### src/rtl/fp16_pkg.sv
// Shared types and constants for the half-precision adder controller:
// FSM states, field widths and the extended-significand bit layout.
package fp16_pkg;

  typedef enum logic [2:0] {IDLE, ALIGN, ADD, NORM, DONE} state_t;

  localparam int EXP_WIDTH  = 5;
  localparam int FRAC_WIDTH = 10;
  localparam logic [EXP_WIDTH-1:0] EXP_MAX = 5'd31;

  // Extended word: carry | hidden 1 | frac | 4 guard bits
  localparam int CARRY_BIT  = 15;
  localparam int HIDDEN_BIT = 14;
  localparam int FRAC_MSB   = 13;
  localparam int FRAC_LSB   = 4;

  localparam logic [15:0] QNAN = 16'h7E00;

  typedef struct packed {
    logic                  sign;
    logic [EXP_WIDTH-1:0]  exp;
    logic [FRAC_WIDTH-1:0] frac;
  } fp16_t;

  // Denormals flush to a zero significand.
  function automatic logic [15:0] ext_word(input fp16_t f);
    logic [15:0] w;
    w = '0;
    if (f.exp != '0) begin
      w[HIDDEN_BIT]        = 1'b1;
      w[FRAC_MSB:FRAC_LSB] = f.frac;
    end
    return w;
  endfunction

endpackage

### src/rtl/fp16_add_controller_lzc.sv
// Leading-zero count over a 15-bit significand (bits 14:0 of the extended word).
module leading_zero_counter (
  input  logic [14:0] data,
  output logic [3:0]  count
);
  // Scanning upward lets the highest set bit win.
  always_comb begin
    count = 4'd15;
    for (int i = 0; i < 15; i++)
      if (data[i]) count = 4'(14 - i);
  end
endmodule

### src/rtl/fp16_add_controller.sv
// Multi-cycle fp16 adder sequencer; time-shares one external barrel shifter
// between exponent alignment and post-add normalization. Round toward zero.
module fp16_add_controller
  import fp16_pkg::*;
#(
  parameter int WIDTH        = 16,
  parameter int AMOUNT_WIDTH = 8
) (
  input  logic                    clock_in,
  input  logic                    reset_in,
  input  logic [15:0]             a_in,
  input  logic [15:0]             b_in,
  input  logic                    in_valid_in,
  output logic                    in_ready_out,
  output logic [15:0]             sum_out,
  output logic                    out_valid_out,
  input  logic                    out_ready_in,
  output logic [WIDTH-1:0]        shift_data_out,
  output logic [AMOUNT_WIDTH-1:0] shift_amount_out,
  output logic                    shift_dir_out,
  input  logic [WIDTH-1:0]        shift_result_in
);

  state_t state, state_nx;

  fp16_t a_f, b_f, l_f, s_f;
  assign a_f = a_in;
  assign b_f = b_in;

  // Magnitude order: exponent first, then fraction == compare bits 14:0.
  always_comb begin
    if (a_in[14:0] >= b_in[14:0]) begin
      l_f = a_f; s_f = b_f;
    end else begin
      l_f = b_f; s_f = a_f;
    end
  end

  logic a_nan, b_nan, a_inf, b_inf, is_special;
  logic [15:0] special_nx;
  assign a_nan = (a_f.exp == EXP_MAX) && (a_f.frac != '0);
  assign b_nan = (b_f.exp == EXP_MAX) && (b_f.frac != '0);
  assign a_inf = (a_f.exp == EXP_MAX) && (a_f.frac == '0);
  assign b_inf = (b_f.exp == EXP_MAX) && (b_f.frac == '0);
  assign is_special = (a_f.exp == EXP_MAX) || (b_f.exp == EXP_MAX);
  assign special_nx = (a_nan || b_nan || (a_inf && b_inf && (a_f.sign != b_f.sign))) ? QNAN :
                      a_inf ? a_in : b_in;

  logic                 sign_l, sign_s, special;
  logic [EXP_WIDTH-1:0] exp_l, exp_s, exp_diff;
  logic [WIDTH-1:0]     word_l, word_s, aligned, sum_word;
  logic [15:0]          special_val, result;
  logic [3:0]           lz;
  logic                 sum_zero;
  logic signed [6:0]    norm_exp;

  assign exp_diff = exp_l - exp_s;
  assign sum_zero = (sum_word == '0);

  leading_zero_counter u_lzc (
    .data  (sum_word[14:0]),
    .count (lz)
  );

  // Signed so a deep cancellation can go below zero before the flush check.
  assign norm_exp = sum_word[CARRY_BIT] ? $signed({2'b00, exp_l}) + 7'sd1
                                        : $signed({2'b00, exp_l}) - $signed({3'b000, lz});

  always_comb begin
    result = '0;
    if (special)
      result = special_val;
    else if (sum_zero)
      result = '0;
    else if (norm_exp >= $signed({2'b00, EXP_MAX}))
      result = {sign_l, EXP_MAX, {FRAC_WIDTH{1'b0}}};
    else if (norm_exp <= 7'sd0)
      result = {sign_l, 15'h0};
    else
      result = {sign_l, norm_exp[EXP_WIDTH-1:0], shift_result_in[FRAC_MSB:FRAC_LSB]};
  end

  always_comb begin
    state_nx         = state;
    in_ready_out     = 1'b0;
    out_valid_out    = 1'b0;
    shift_data_out   = '0;
    shift_amount_out = '0;
    shift_dir_out    = 1'b0;
    case (state)
      IDLE: begin
        in_ready_out = 1'b1;
        if (in_valid_in) state_nx = ALIGN;
      end
      ALIGN: begin
        shift_data_out   = word_s;
        shift_amount_out = AMOUNT_WIDTH'(exp_diff);
        shift_dir_out    = 1'b1;
        state_nx         = ADD;
      end
      ADD: state_nx = NORM;
      NORM: begin
        if (sum_word[CARRY_BIT]) begin
          shift_data_out   = sum_word;
          shift_amount_out = AMOUNT_WIDTH'(1);
          shift_dir_out    = 1'b1;
        end else if (!sum_zero) begin
          shift_data_out   = sum_word;
          shift_amount_out = AMOUNT_WIDTH'(lz);
        end
        state_nx = DONE;
      end
      DONE: begin
        out_valid_out = 1'b1;
        if (out_ready_in) state_nx = IDLE;
      end
      default: state_nx = IDLE;
    endcase
  end

  always_ff @(posedge clock_in) begin
    if (reset_in) begin
      state       <= IDLE;
      sum_out     <= '0;
      sign_l      <= 1'b0;
      sign_s      <= 1'b0;
      exp_l       <= '0;
      exp_s       <= '0;
      word_l      <= '0;
      word_s      <= '0;
      aligned     <= '0;
      sum_word    <= '0;
      special     <= 1'b0;
      special_val <= '0;
    end else begin
      state <= state_nx;
      case (state)
        IDLE: if (in_valid_in) begin
          sign_l      <= l_f.sign;
          sign_s      <= s_f.sign;
          exp_l       <= l_f.exp;
          exp_s       <= s_f.exp;
          word_l      <= ext_word(l_f);
          word_s      <= ext_word(s_f);
          special     <= is_special;
          special_val <= special_nx;
        end
        ALIGN: aligned  <= shift_result_in;
        // L >= S in magnitude, so the difference never underflows.
        ADD:   sum_word <= (sign_l == sign_s) ? word_l + aligned : word_l - aligned;
        NORM:  sum_out  <= result;
        default: ;
      endcase
    end
  end

endmodule

### config.mk
export PLATFORM = sky130hd
export DESIGN_NAME = fp16_add_controller
export DESIGN_NICKNAME = d
export VERILOG_FILES = /design/src/rtl/fp16_pkg.sv /design/src/rtl/fp16_add_controller_lzc.sv /design/src/rtl/fp16_add_controller.sv
export SDC_FILE = /design/constraint.sdc
export NUM_CORES = 1
export LEC_CHECK = 0
export ABC_AREA = 1
export BUFFER_PORTS_ARGS = -buffer_cell sky130_fd_sc_hd__buf_4
export CAP_MARGIN = 20
export CORE_MARGIN = 1
export CORE_UTILIZATION = 30
export DETAILED_ROUTE_END_ITERATION = 7
export PLACE_DENSITY = 0.5
export SYNTH_ARGS = -nofsm -noshare
export SYNTH_HDL_FRONTEND = slang
export SYNTH_SLANG_ARGS = --single-unit
export TNS_END_PERCENT = 20
### constraint.sdc
create_clock -name clock_in -period 3.2 [get_ports clock_in]
set_clock_uncertainty 0.2 [all_clocks]
set_input_delay 0.64 -clock clock_in [delete_from_list [all_inputs] [get_ports clock_in]]
set_output_delay 0.64 -clock clock_in [all_outputs]
set_load 0.03 [all_outputs]
==> key figures <==
Timing
  – Final period utilization: 0.955
  – Final setup vio count: 0
  – Worst Tran Pin Value: 0.719 ns
  – Hold WS: 0.270 ns
  – Tmin final: 3.06 ns
  – Fin. Hold Viols: 0
  – Rel. slew slack: 0.521
  – Final worst slack: 0.144 ns
  – RSZ-0062 raised after global routing: yes
  – Peak Freq: 327 MHz
  – Pins over their slew limit: 0

Drt
  – Drt wl/cell: 16.3 um
  – Routed via count: 7086
  – Via density: 4.90
  – First DRT Iteration DRCs: 548
  – First-pass DRT Iterations: 5
  – Final ANT Viol Nets: 0
  – Number of remaining DRC errors: 0
  – Post-Route WL: 23.5 mm

Floorplan
  – Area of the core: 22900 um^2
  – Initial Utilization: 0.310
  – Die H: 156 um
  – Die ar.: 24300 um^2
  – Row count: 55
  – IO Pins: 95
  – Die width: 156 um

Setup path
  – Slowest stage delay, CP: 0.33 ns
  – Worst path slowest cell: fa_2
  – R2r setup slk: 0.14 ns
  – CP endpoint kind: register
  – Worst setup SP type: register
  – Capturing point of the worst reg2reg path: sum_out[1]$_SDFFE_PP0N_
  – Setup CP Type: reg -> reg
  – Required @ worst endpoint: 3.25 ns
  – Reg2Reg Depth: 27
  – Critical Path AT: 3.10 ns
  – Crit path top cell by count: nand2_1
  – CP Max Fanout: 5
  – Crit Reg-Reg Startpoint: sum_word[0]$_SDFFE_PP0P_

Global route
  – Vias in the first global route: 6637
  – Total Routing Usage GR: 0.195
  – Initial antenna violation count: 0
  – Pin count of the biggest net entering global routing: 53
  – First-pass GRT wire length: 36.6 mm
  – Overflow after GRT: 0

Clocking
  – Clock buffer depth: 2
  – CTS clk-pin slew, worst paths: 0.08 ns
  – Clock Latency Late Sink: 0.36 ns
  – CTS Buf Count: 9
  – Clk sinks: 102
  – H-tree depth: 3
  – Root buf cell: clkbuf_16
  – CTS Hold Bufs: 0
  – CTS tree: done

Synth
  – Flip-flop and latch count after synthesis: 102
  – Yosys top cell area share: 0.287
  – Cell count after synthesis: 1053
  – Avg Inst Size Synth: 6.75 um^2
  – Number of synthesized flops with an enable pin: 0
  – Synth area leader: dfxtp_1
  – Ys Warns: 0
  – Top post-synthesis cells by area: dfxtp_1, nand2_1, ha_1, o21ai_0, a21oi_1
  – Most common cell in the synthesized netlist: nand2_1
  – Mapped cell area: 7110 um^2
  – Share of synthesized area occupied by flip-flops and latches: 0.287
  – Top FF cell, synth: dfxtp_1
  – Cell variety after synth: 49
  – Async SR Flop Fraction: 0
  – Top post-synthesis cells by count: nand2_1, inv_1, o21ai_0

Layout
  – Area of the multi-input gates: 4320 um^2
  – # nets final: 1230
  – Layout Utilization: 0.371
  – Non-Filler Instances: 1446
  – Synth-to-layout area growth: 19.7%
  – FF/Latch Area: 2050 um^2
  – # fillers: 2497
  – Antenna diode count: 0
  – Share of layout cells above drive strength 1: 0.186

Place
  – Dpl hpwl: 18.2 mm
  – Pre-CTS setup slack: 0.0293 ns
  – Inst Count DP: 1425
  – Routability cong.: 0.877
  – Number of port buffers: 91

Pwr
  – Worst vdd ir: 254 uV
  – Power Density: 501 nW/um^2
  – Power Total: 4260 uW
  – Pleak: 0.00402 uW

Worst hold path
  – Hold WC Path Type: reg -> reg
  – Min-delay src: special_val[15]$_SDFFE_PP0P_
  – Hold Path Depth: 2
  – Hold EP: special_val[15]$_SDFFE_PP0P_

Run status
  – Outcome: finished, final reports clean

Run
  – Max-cap violations: 0
==> cell type report <==
type / count / area share
clock buffers: 9 / 0.0265
clock inverters: 7 / 0.00897
inverters: 141 / 0.0622
multi-input cells: 757 / 0.507
flip-flops and latches: 102 / 0.240
well taps: 313 / 0.0460
repair buffers: 117 / 0.109
==> sequential cells by signal (all words and copies together), names as in the netlist <==
register and count:
aligned 16, sum_out 16, special 1, word_l 11, exp_l 5, state 3, word_s 11, sum_word 16
special_val 16, exp_s 5, sign_l 1, sign_s 1
==> cell families after synthesis <==
| logic type | share of synthesized area |
|---|---|
| AND/OR/NAND/NOR | 0.267 |
| AO/OA/AOI/OAI | 0.213 |
| buffers and inverters | 0.113 |
| flip-flops | 0.287 |
| adder cells (fa/ha/maj) | 0.0911 |
| XOR/XNOR | 0.0271 |
| other | 0.000527 |
| multiplexers | 0.00141 |
==> worst max-delay path by stage <==
stage | slack (ns) | endpoint | from
3_5_place_dp | 0.03 | sum_out[0]$_SDFFE_PP0N_ | sum_word[0]$_SDFFE_PP0P_
5_1_grt | -0.17 | sum_out[8]$_SDFFE_PP0N_ | sum_word[0]$_SDFFE_PP0P_
2_1_floorplan | 0.30 | sum_out[0]$_SDFFE_PP0N_ | sum_word[2]$_SDFFE_PP0P_
3_3_place_gp | 0.05 | sum_out[8]$_SDFFE_PP0N_ | sum_word[0]$_SDFFE_PP0P_
4_1_cts | 0.02 | sum_out[3]$_SDFFE_PP0N_ | sum_word[0]$_SDFFE_PP0P_
6_report | 0.14 | sum_out[1]$_SDFFE_PP0N_ | sum_word[0]$_SDFFE_PP0P_
==> metrics by stage <==
step           instance area, um^2  setup TNS, ns
2_1_floorplan                 7120              0
6_report                      8510              0
3_3_place_gp                  8110              0
4_1_cts                       8410              0
3_5_place_dp                  8110              0
5_1_grt                       8510          -1.78
==> metal layers <==
metal	global-route usage	share of wire	vias to the layer above	routed length [um]
met5	0	0	-	0
met4	0.0546	0.014	0	331
met3	0.0203	0.050	17	1180
met2	0.293	0.43	214	10000
met1	0.291	0.51	3226	12000
li1	-	-	3629	-
==> timing repair <==
item,in CTS,in global routing
endpoints found under the setup margin,0,15
resized for setup,0,27
buffers inserted,0,3
==> cells in the final DEF (no fill, tap or decap), drive strengths merged, types with 10 or more instances in the layout <==
cell	netlist	routed
o21ai	113	113
nor2	67	67
nand2	219	219
nand4	24	24
dfxtp	102	102
o211ai	14	14
ha	47	47
a21oi	126	126
nor3	12	12
xor2	19	19
clkbuf	36	10
inv	140	143
nand3	77	77
buf	19	116
==> worst max-delay path, delay by kind of cell (launching register included) <==
family | cells | cell delay [ns]
and+or+nand+nor | 13 | 0.87
AOI/OAI and AO/OA | 7 | 0.71
adders and majority gates | 2 | 0.51
buffers and inverters | 5 | 0.35
DFF | 1 | 0.32
==> power breakdown <==
group	switching (uW)	total, uW	internal (uW)
combinational	1070	1660	597
clock	568	1120	553
sequential	99.7	1480	1380
No activity file was read; power rests on OpenSTA's default activity.
